File: src/rtl/t09_lcd_bus_receiver.sv
// Display-side responder for an 8-bit 8080-style write bus: decodes commands,
// tracks the CASET/PASET window and turns RAMWR data into addressed RGB565 pixel writes.
module t09_lcd_bus_receiver (
  input  logic       clk,
  input  logic       rst,
  input  logic       wr,
  input  logic       dcx,
  input  logic [7:0] D,
  output logic       pix_valid,
  output logic [8:0] pix_x,
  output logic [8:0] pix_y,
  output logic [15:0] pix_rgb,
  output logic       cmd_valid,
  output logic [7:0] cmd_code,
  output logic       disp_on,
  output logic       sleeping,
  output logic       stray_data
);

  typedef enum logic [2:0] {S_IDLE, S_CA, S_PA, S_RAM, S_SKIP} state_t;

  localparam logic [8:0] EC_RST = 9'd239;
  localparam logic [8:0] EP_RST = 9'd319;

  state_t     state, state_nx;
  logic       wr_q;
  logic       strobe;
  logic [1:0] cnt;
  logic [8:0] sh_start;
  logic       sh_end_hi;
  logic [8:0] sc, ec, sp, ep;
  logic [8:0] col, row;
  logic       phase;
  logic [7:0] hi_byte;

  assign strobe = wr & ~wr_q;

  always_ff @(posedge clk or posedge rst) begin
    if (rst) state <= S_IDLE;
    else     state <= state_nx;
  end

  always_comb begin
    state_nx = state;
    if (strobe) begin
      if (!dcx) begin
        unique case (D)
          8'h2A:                             state_nx = S_CA;
          8'h2B:                             state_nx = S_PA;
          8'h2C:                             state_nx = S_RAM;
          8'h01, 8'h10, 8'h11, 8'h28, 8'h29: state_nx = S_IDLE;
          default:                           state_nx = S_SKIP;
        endcase
      end else if ((state == S_CA || state == S_PA) && cnt == 2'd3) begin
        state_nx = S_IDLE;
      end
    end
  end

  always_ff @(posedge clk or posedge rst) begin
    if (rst) begin
      wr_q       <= 1'b1;
      pix_valid  <= 1'b0;
      pix_x      <= '0;
      pix_y      <= '0;
      pix_rgb    <= '0;
      cmd_valid  <= 1'b0;
      cmd_code   <= '0;
      disp_on    <= 1'b0;
      sleeping   <= 1'b1;
      stray_data <= 1'b0;
      cnt        <= '0;
      sh_start   <= '0;
      sh_end_hi  <= 1'b0;
      sc         <= '0;
      ec         <= EC_RST;
      sp         <= '0;
      ep         <= EP_RST;
      col        <= '0;
      row        <= '0;
      phase      <= 1'b0;
      hi_byte    <= '0;
    end else begin
      wr_q       <= wr;
      pix_valid  <= 1'b0;
      cmd_valid  <= 1'b0;
      stray_data <= 1'b0;
      if (strobe && !dcx) begin
        // Any command abandons partial window bytes and a pending odd pixel byte.
        cmd_valid <= 1'b1;
        cmd_code  <= D;
        cnt       <= '0;
        phase     <= 1'b0;
        unique case (D)
          8'h2C: begin
            col <= sc;
            row <= sp;
          end
          8'h01: begin
            sc       <= '0;
            ec       <= EC_RST;
            sp       <= '0;
            ep       <= EP_RST;
            col      <= '0;
            row      <= '0;
            disp_on  <= 1'b0;
            sleeping <= 1'b1;
          end
          8'h11:   sleeping <= 1'b0;
          8'h10:   sleeping <= 1'b1;
          8'h29:   disp_on  <= 1'b1;
          8'h28:   disp_on  <= 1'b0;
          default: ;
        endcase
      end else if (strobe && dcx) begin
        unique case (state)
          S_IDLE: stray_data <= 1'b1;
          S_CA, S_PA: begin
            cnt <= cnt + 2'd1;
            unique case (cnt)
              2'd0: sh_start[8]   <= D[0];
              2'd1: sh_start[7:0] <= D;
              2'd2: sh_end_hi     <= D[0];
              2'd3: begin
                if (state == S_CA) begin
                  sc <= sh_start;
                  ec <= {sh_end_hi, D};
                end else begin
                  sp <= sh_start;
                  ep <= {sh_end_hi, D};
                end
              end
              default: ;
            endcase
          end
          S_RAM: begin
            phase <= ~phase;
            if (!phase) begin
              hi_byte <= D;
            end else begin
              pix_valid <= 1'b1;
              pix_x     <= col;
              pix_y     <= row;
              pix_rgb   <= {hi_byte, D};
              // >= comparisons make an inverted window (start > end) wrap on every pixel.
              if (col >= ec) begin
                col <= sc;
                row <= (row >= ep) ? sp : row + 9'd1;
              end else begin
                col <= col + 9'd1;
              end
            end
          end
          default: ;
        endcase
      end
    end
  end

endmodule

File: config.mk
export PLATFORM = sky130hd
export DESIGN_NAME = t09_lcd_bus_receiver
export DESIGN_NICKNAME = d
export VERILOG_FILES = /design/src/rtl/t09_lcd_bus_receiver.sv
export SDC_FILE = /design/constraint.sdc
export NUM_CORES = 1
export LEC_CHECK = 0
export BUFFER_PORTS_ARGS = -buffer_cell sky130_fd_sc_hd__buf_2
export CORE_MARGIN = 2
export CORE_UTILIZATION = 64
export DETAILED_ROUTE_END_ITERATION = 10
export PLACE_DENSITY_LB_ADDON = 0.3
export REMOVE_ABC_BUFFERS = 1
export SYNTH_ARGS = -nofsm -noshare
export SYNTH_HDL_FRONTEND = slang
export SYNTH_SLANG_ARGS = --single-unit
File: constraint.sdc
create_clock -name clk -period 9.8 [get_ports clk]
set_input_delay 1.96 -clock clk [delete_from_list [all_inputs] [get_ports clk]]
set_output_delay 1.96 -clock clk [all_outputs]
set_load 0.05 [all_outputs]
# ---- Word level (Yosys, flattened, before mapping)
# Cells that the tools add are included.
dict set report totals {
  regBits 126
  latch_bits 0
  ramBits 0
  mem_bits_ro 0
  in_bits 12
  out_inout_bits 47
  elab_cells 139
  n_memories 0
}
dict set report op_classes {
  addsub 3
  n_mul 0
  div 0
  order_cmp 2
  n_eq_ne 18
  shifts 0
  muxes 55
  n_bitwise 4
  reduce_logical 34
}
# cell n
set ops {}
lappend ops {{two-way mux 9 bit} 34}
lappend ops {{equality test 8 x 6 -> 1 bit (second input constant)} 5}
lappend ops {{one-hot mux 9 bit (2 select lines)} 2}
lappend ops {{AND reduction 4 bit} 6}
lappend ops {{adder 9 x 1 -> 9 bit (second input constant)} 2}
lappend ops {{>= comparator 9 bit} 2}
lappend ops {{nonzero test 2 bit} 9}
lappend ops {{equality test 8 x 5 -> 1 bit (second input constant)} 2}
lappend ops {{AND reduction 5 bit} 3}
lappend ops {{one-hot mux 3 bit (4 select lines)} 1}
lappend ops {{two-way mux 1 bit} 11}
lappend ops {{AND reduction 2 bit} 5}
lappend ops {{equality test 8 x 1 -> 1 bit (second input constant)} 1}
lappend ops {{equality test 3 x 2 -> 1 bit (second input constant)} 2}
lappend ops {{two-way mux 2 bit} 3}
lappend ops {{two-way mux 3 bit} 2}
lappend ops {{OR reduction 2 bit} 3}
lappend ops {{OR reduction 5 bit} 1}
lappend ops {{equality test 2 bit (second input constant)} 2}
lappend ops {{!= test 2 x 1 -> 1 bit (second input constant)} 2}
lappend ops {{one-hot mux 1 bit (2 select lines)} 2}
lappend ops {{equality test 3 x 1 -> 1 bit (second input constant)} 1}
lappend ops {{logical AND 1 bit} 3}
lappend ops {{zero test 3 bit} 1}
lappend ops {{other kinds (9)} 11}

# ---- Depth between registers and ports, before layout
dict set report logic_depth {
  depth_word 7
  depth_mapped 10
  ltp_nobuf 8
}

# ---- Worst setup path before layout
# Ideal clock, no wire load.
dict set report synth_timing {
  kind {input to register}
  from {in D[6]}
  to {reg row[3]}
  setup_ns 0.121
  arrival_time_ns 3.377
  required_ns 9.679
  path_slack_ns 6.302
  cell_stages 6
  n_path_buf 2
  cell_sequence {clkbuf_1 or4_4 o211ai_2 o21ai_4 buf_6 o22a_1}
}
dict set report synth_between {
  elab_chain_len 3
  elab_cells_between_ends 6
  classes_between {3 x eq/ne; 2 x mux; 1 x reduce/logical}
}
# item line
set synth_lines {}
lappend synth_lines {{start: declaration} 8} ;# input logic [7:0] D,
lappend synth_lines {{equality test 8 x 1 -> 1 bit or equality test 8 x 6 -> 1 bit (tied branches)} 94} ;# unique case (D)
lappend synth_lines {{!= test 3 x 1 -> 1 bit (no line) or one-hot mux 9 bit (2 select lines) (tied branches)} n/a}
lappend synth_lines {{AND reduction 5 bit (no line) or two-way mux 9 bit (tied branches)} n/a}
lappend synth_lines {{end signal: assignment} 97} ;# row <= sp;
lappend synth_lines {{end signal: assignment} 148} ;# row <= (row >= ep) ? sp : row + 9'd1;
lappend synth_lines {{end: declaration} 32} ;# logic [8:0] col, row;
# Parallel ways exist; a longest one is shown, timed or not.
# A chain may end at the register's enable or synchronous reset.

# ---- Final worst setup path
dict set report layout_timing {
  from {in wr}
  to {reg col[6]}
}
dict set report layout_between {
  elab_chain_len 4
  elab_cells_between_ends 9
  classes_between {1 x eq/ne; 1 x mux; 1 x bitwise; 6 x reduce/logical}
}
# item line
set layout_lines {}
lappend layout_lines {{start: declaration} 6} ;# input logic wr,
lappend layout_lines {{AND 1 bit (*)} 36} ;# assign strobe = wr & ~wr_q;
lappend layout_lines {{logical AND 1 bit, on equally long branches} {88, 115}}
lappend layout_lines {{!= test 3 x 1 -> 1 bit (no line) or nonzero test 2 bit (tied branches)} n/a}
lappend layout_lines {{AND reduction 4 bit (no line)} n/a}
lappend layout_lines {{end signal: assignment} 150} ;# col <= col + 9'd1;
lappend layout_lines {{end: declaration} 32}
# Mark *: on every way between the ends. The rest lies on a longest branch, timed or not.

==> metrics.txt <==
grt ovf=0; last weighted congestion value of the routability-driven placer=0.914; fin crit share=44.8%; die extent in y=101 um; storage element area=0.00317 mm^2; power per unit of standard cell area=183 mW/mm^2; layout-stage area growth over the synthesis result=15.1%; WS Path Type=primary input to flip-flop; time the worst path needs with I/O delays and setup=4.39 ns; number of synthesized flops with an enable pin=0; post-synth cell types=61; Worst-path clk slew=0.06 ns; number of buffers inserted during clock tree synthesis=17; Critical Path, Cell by Cell=buf_2 > or3b_1 > nand4_4 > o21ai_4 > a21boi_2 > a22oi_1 > o21ai_1; Max stage delay on crit path=0.89 ns; clock sink count=126; post-synthesis area per instance=10.4 um^2; Hold Crit Endpoint=pix_x[5]; Max transition margin=20.4%; # H-tree levels=4; cell with the largest stage delay on the worst path=or3b_1; detailed router's first-iteration violation count=322; top-area cell type share of the netlist area=46.2%; number of synthesized register bits=126; area leader, netlist=dfrtp_1; antenna violations before repair=0; outcome=complete, no violations; Hold Path Cell Cnt=2; setup slack of the most critical reg-to-reg path=6.47 ns; VDD IR-drop max=160 uV; Hold Crit Start=pix_x[5]; net count of the finished layout=657; die width=101 um; Worst Skew=0.00890 ns; Hold Path Class=flip-flop to flip-flop; most used flip-flop cell after synthesis=dfrtp_1; routed len/inst=18.4 um; maximum achievable frequency=228 MHz; pin count of the biggest net entering global routing=66; Initial Utilization=65.1%; GRT Resource Usage Total=29.4%; required arrival time at the worst endpoint=10.25 ns; number of vias per cell after detailed routing=6.18; Post-synth ARST share=100%; global-route wire length before repair=22900 um; number of pins exceeding their max-slew limit in the final report=0; buffer count from post-CTS setup fixing=0; Layout fillers=613; number of maximum-capacitance violations=0; Bufs on Longest Clock Path=2; end of the worst register-to-register path=col[6]; total inserted antenna cells=0; Critical Path End Type=flip-flop; count of boundary I/O pins=59; Core Rows=35; WP data arrival=4.84 ns; leakage power=3.46 nW; Core Area=0.00915 mm^2; via count of the first global-routing pass=4562; root buffer cell=clkbuf_8; PnR Total Power=1.25 mW; post-cts gate resize count=0; share of synthesized area occupied by flip-flops and latches=53.2%; count of vias placed by the detailed router=4601; FF-to-FF path depth=6; sort of element at the start of the critical path=primary input; TritonCTS clock tree=built; die area=0.0101 mm^2; post-route ant nets=0; DRC violations left=0; total negative slack for setup checks=0 ns; synth top area cells=dfrtp_1, mux2_2, dfstp_2, ha_1, nand2_1; HPWL reported at the end of detailed placement=8900 um; hold violation count in the final report=0; number of detailed-route iterations in the first pass=5; wire length reported by the detailed router=13700 um; final-report setup violation count=0; count of buffers from port buffering=58; post-synthesis cell count=571; hold_buf cts=0; setup repair after global routing missed its margin=no; synth warn=0; worst-skew pair later-pin latency=0.52 ns; cell area after synthesis=0.00596 mm^2; slew at the pin closest to its max-slew limit=1.19 ns; startpoint of the most critical register-to-register path=wr_q; maximum fanout along the worst path=46; area occupied by multi-input gates=0.00248 mm^2; share of post-route cells with drive strength above 1=26.0%
## worst max-delay path, delay by kind of cell
family	cells	cell delay [ns]
compound gates	4	0.97
buf+inv	1	0.11
simple gates	2	1.76
## state kept, by name (all words and copies together), names as in the netlist, 2 cells and up
register,cells
ep,9
pix_rgb,16
row,9
ec,9
cmd_code,8
sh_start,9
pix_x,9
cnt,2
sc,9
pix_y,9
state,3
col,9
hi_byte,8
sp,9
## cells in the mapped netlist, drive strengths merged (2+ instances only)
| cell type | number |
|---|---|
| a21oi | 14 |
| and2 | 2 |
| mux2i | 2 |
| or3 | 2 |
| nor2b | 5 |
| a22oi | 7 |
| and3 | 8 |
| and3b | 2 |
| nand4 | 4 |
| nor2 | 29 |
| o21ai | 71 |
| a31oi | 8 |
| nor3 | 6 |
| o211ai | 3 |
| ha | 24 |
| nand2 | 78 |
| o31ai | 4 |
| and4 | 2 |
| a21o | 3 |
| clkbuf | 13 |
| mux2 | 44 |
| nor4 | 4 |
| nand3 | 23 |
| o22ai | 2 |
| o311ai | 2 |
| inv | 41 |
| buf | 16 |
| dfstp | 16 |
| nor3b | 4 |
| dfrtp | 110 |
| o22a | 5 |
## placed cells by master, fill, tap and decap left out, types with 4 or more instances in the layout
cell type	n
nor3_1	6
nor2b_1	5
mux2_2	43
o31ai_1	4
a22oi_1	7
o21ai_0	57
dfrtp_1	110
nand3_1	23
a21oi_1	14
nor2_1	28
inv_1	39
a31oi_1	8
nand2_1	78
o21ai_1	11
dfstp_2	16
o22a_1	5
ha_1	24
clkbuf_16	16
and3_1	8
buf_2	58
inv_6	7
## worst max path at each step
| stage | start | endpoint | slack [ns] |
|---|---|---|---|
| final | wr | col[6] | 5.41 |
| after global routing | wr | col[6] | 5.08 |
| after CTS | wr | col[7] | 5.42 |
| after detailed placement | wr | col[3] | 4.90 |
| after global placement | wr | col[7] | 5.00 |
| after floorplan | rst | cmd_code[0] | 4.51 |
## metal layers
layer	track usage (%)	wire length [um]
met1	40.0	5820
met2	46.9	6710
met3	5.83	847
met4	11.6	312
met5	0	0
## stage by stage
| stage | instance area (um^2) | util [%] | hold slack [ns] | std cells | worst slack (ns) |
|---|---|---|---|---|---|
| final | 6860 | 75.0 | 0.468 | 745 | 5.41 |
| after global routing | 6860 | 75.0 | 0.505 | 745 | 5.08 |
| after CTS | 6860 | 75.0 | 0.478 | 745 | 5.42 |
| after detailed placement | 6260 | 68.4 | 0.465 | 713 | 4.90 |
| after global placement | 6260 | 68.4 | 0.456 | 713 | 5.00 |
| after floorplan | 5820 | - | 0.450 | 542 | 4.51 |
## cells by family (layout without fill, tap and decap cells)
logic type | count (synthesis) | in the layout | share of synthesized area (%)
fa+ha+maj | 24 | 24 | 5.04
simple gates | 173 | 173 | 14.1
mux | 46 | 46 | 8.65
compound gates | 130 | 130 | 13.6
xor+xnor | 2 | 2 | 0.294
buf+inv | 70 | 133 | 5.10
flops | 126 | 126 | 53.2
## report_power, final
part,internal [mW],switching (mW)
combinational,0.0191,0.0622
sequential,0.533,0.00810
clock,0.379,0.251
total,0.932,0.321
## layout make-up
type,instances,area share [%]
clock buffers,18,6.24
clock inverters,14,2.50
inverters,41,2.35
multi-input cells,375,36.2
flip-flops and latches,126,46.2
well taps,111,2.02
repair buffers,60,4.45
Power figures use the tool's default switching activity.
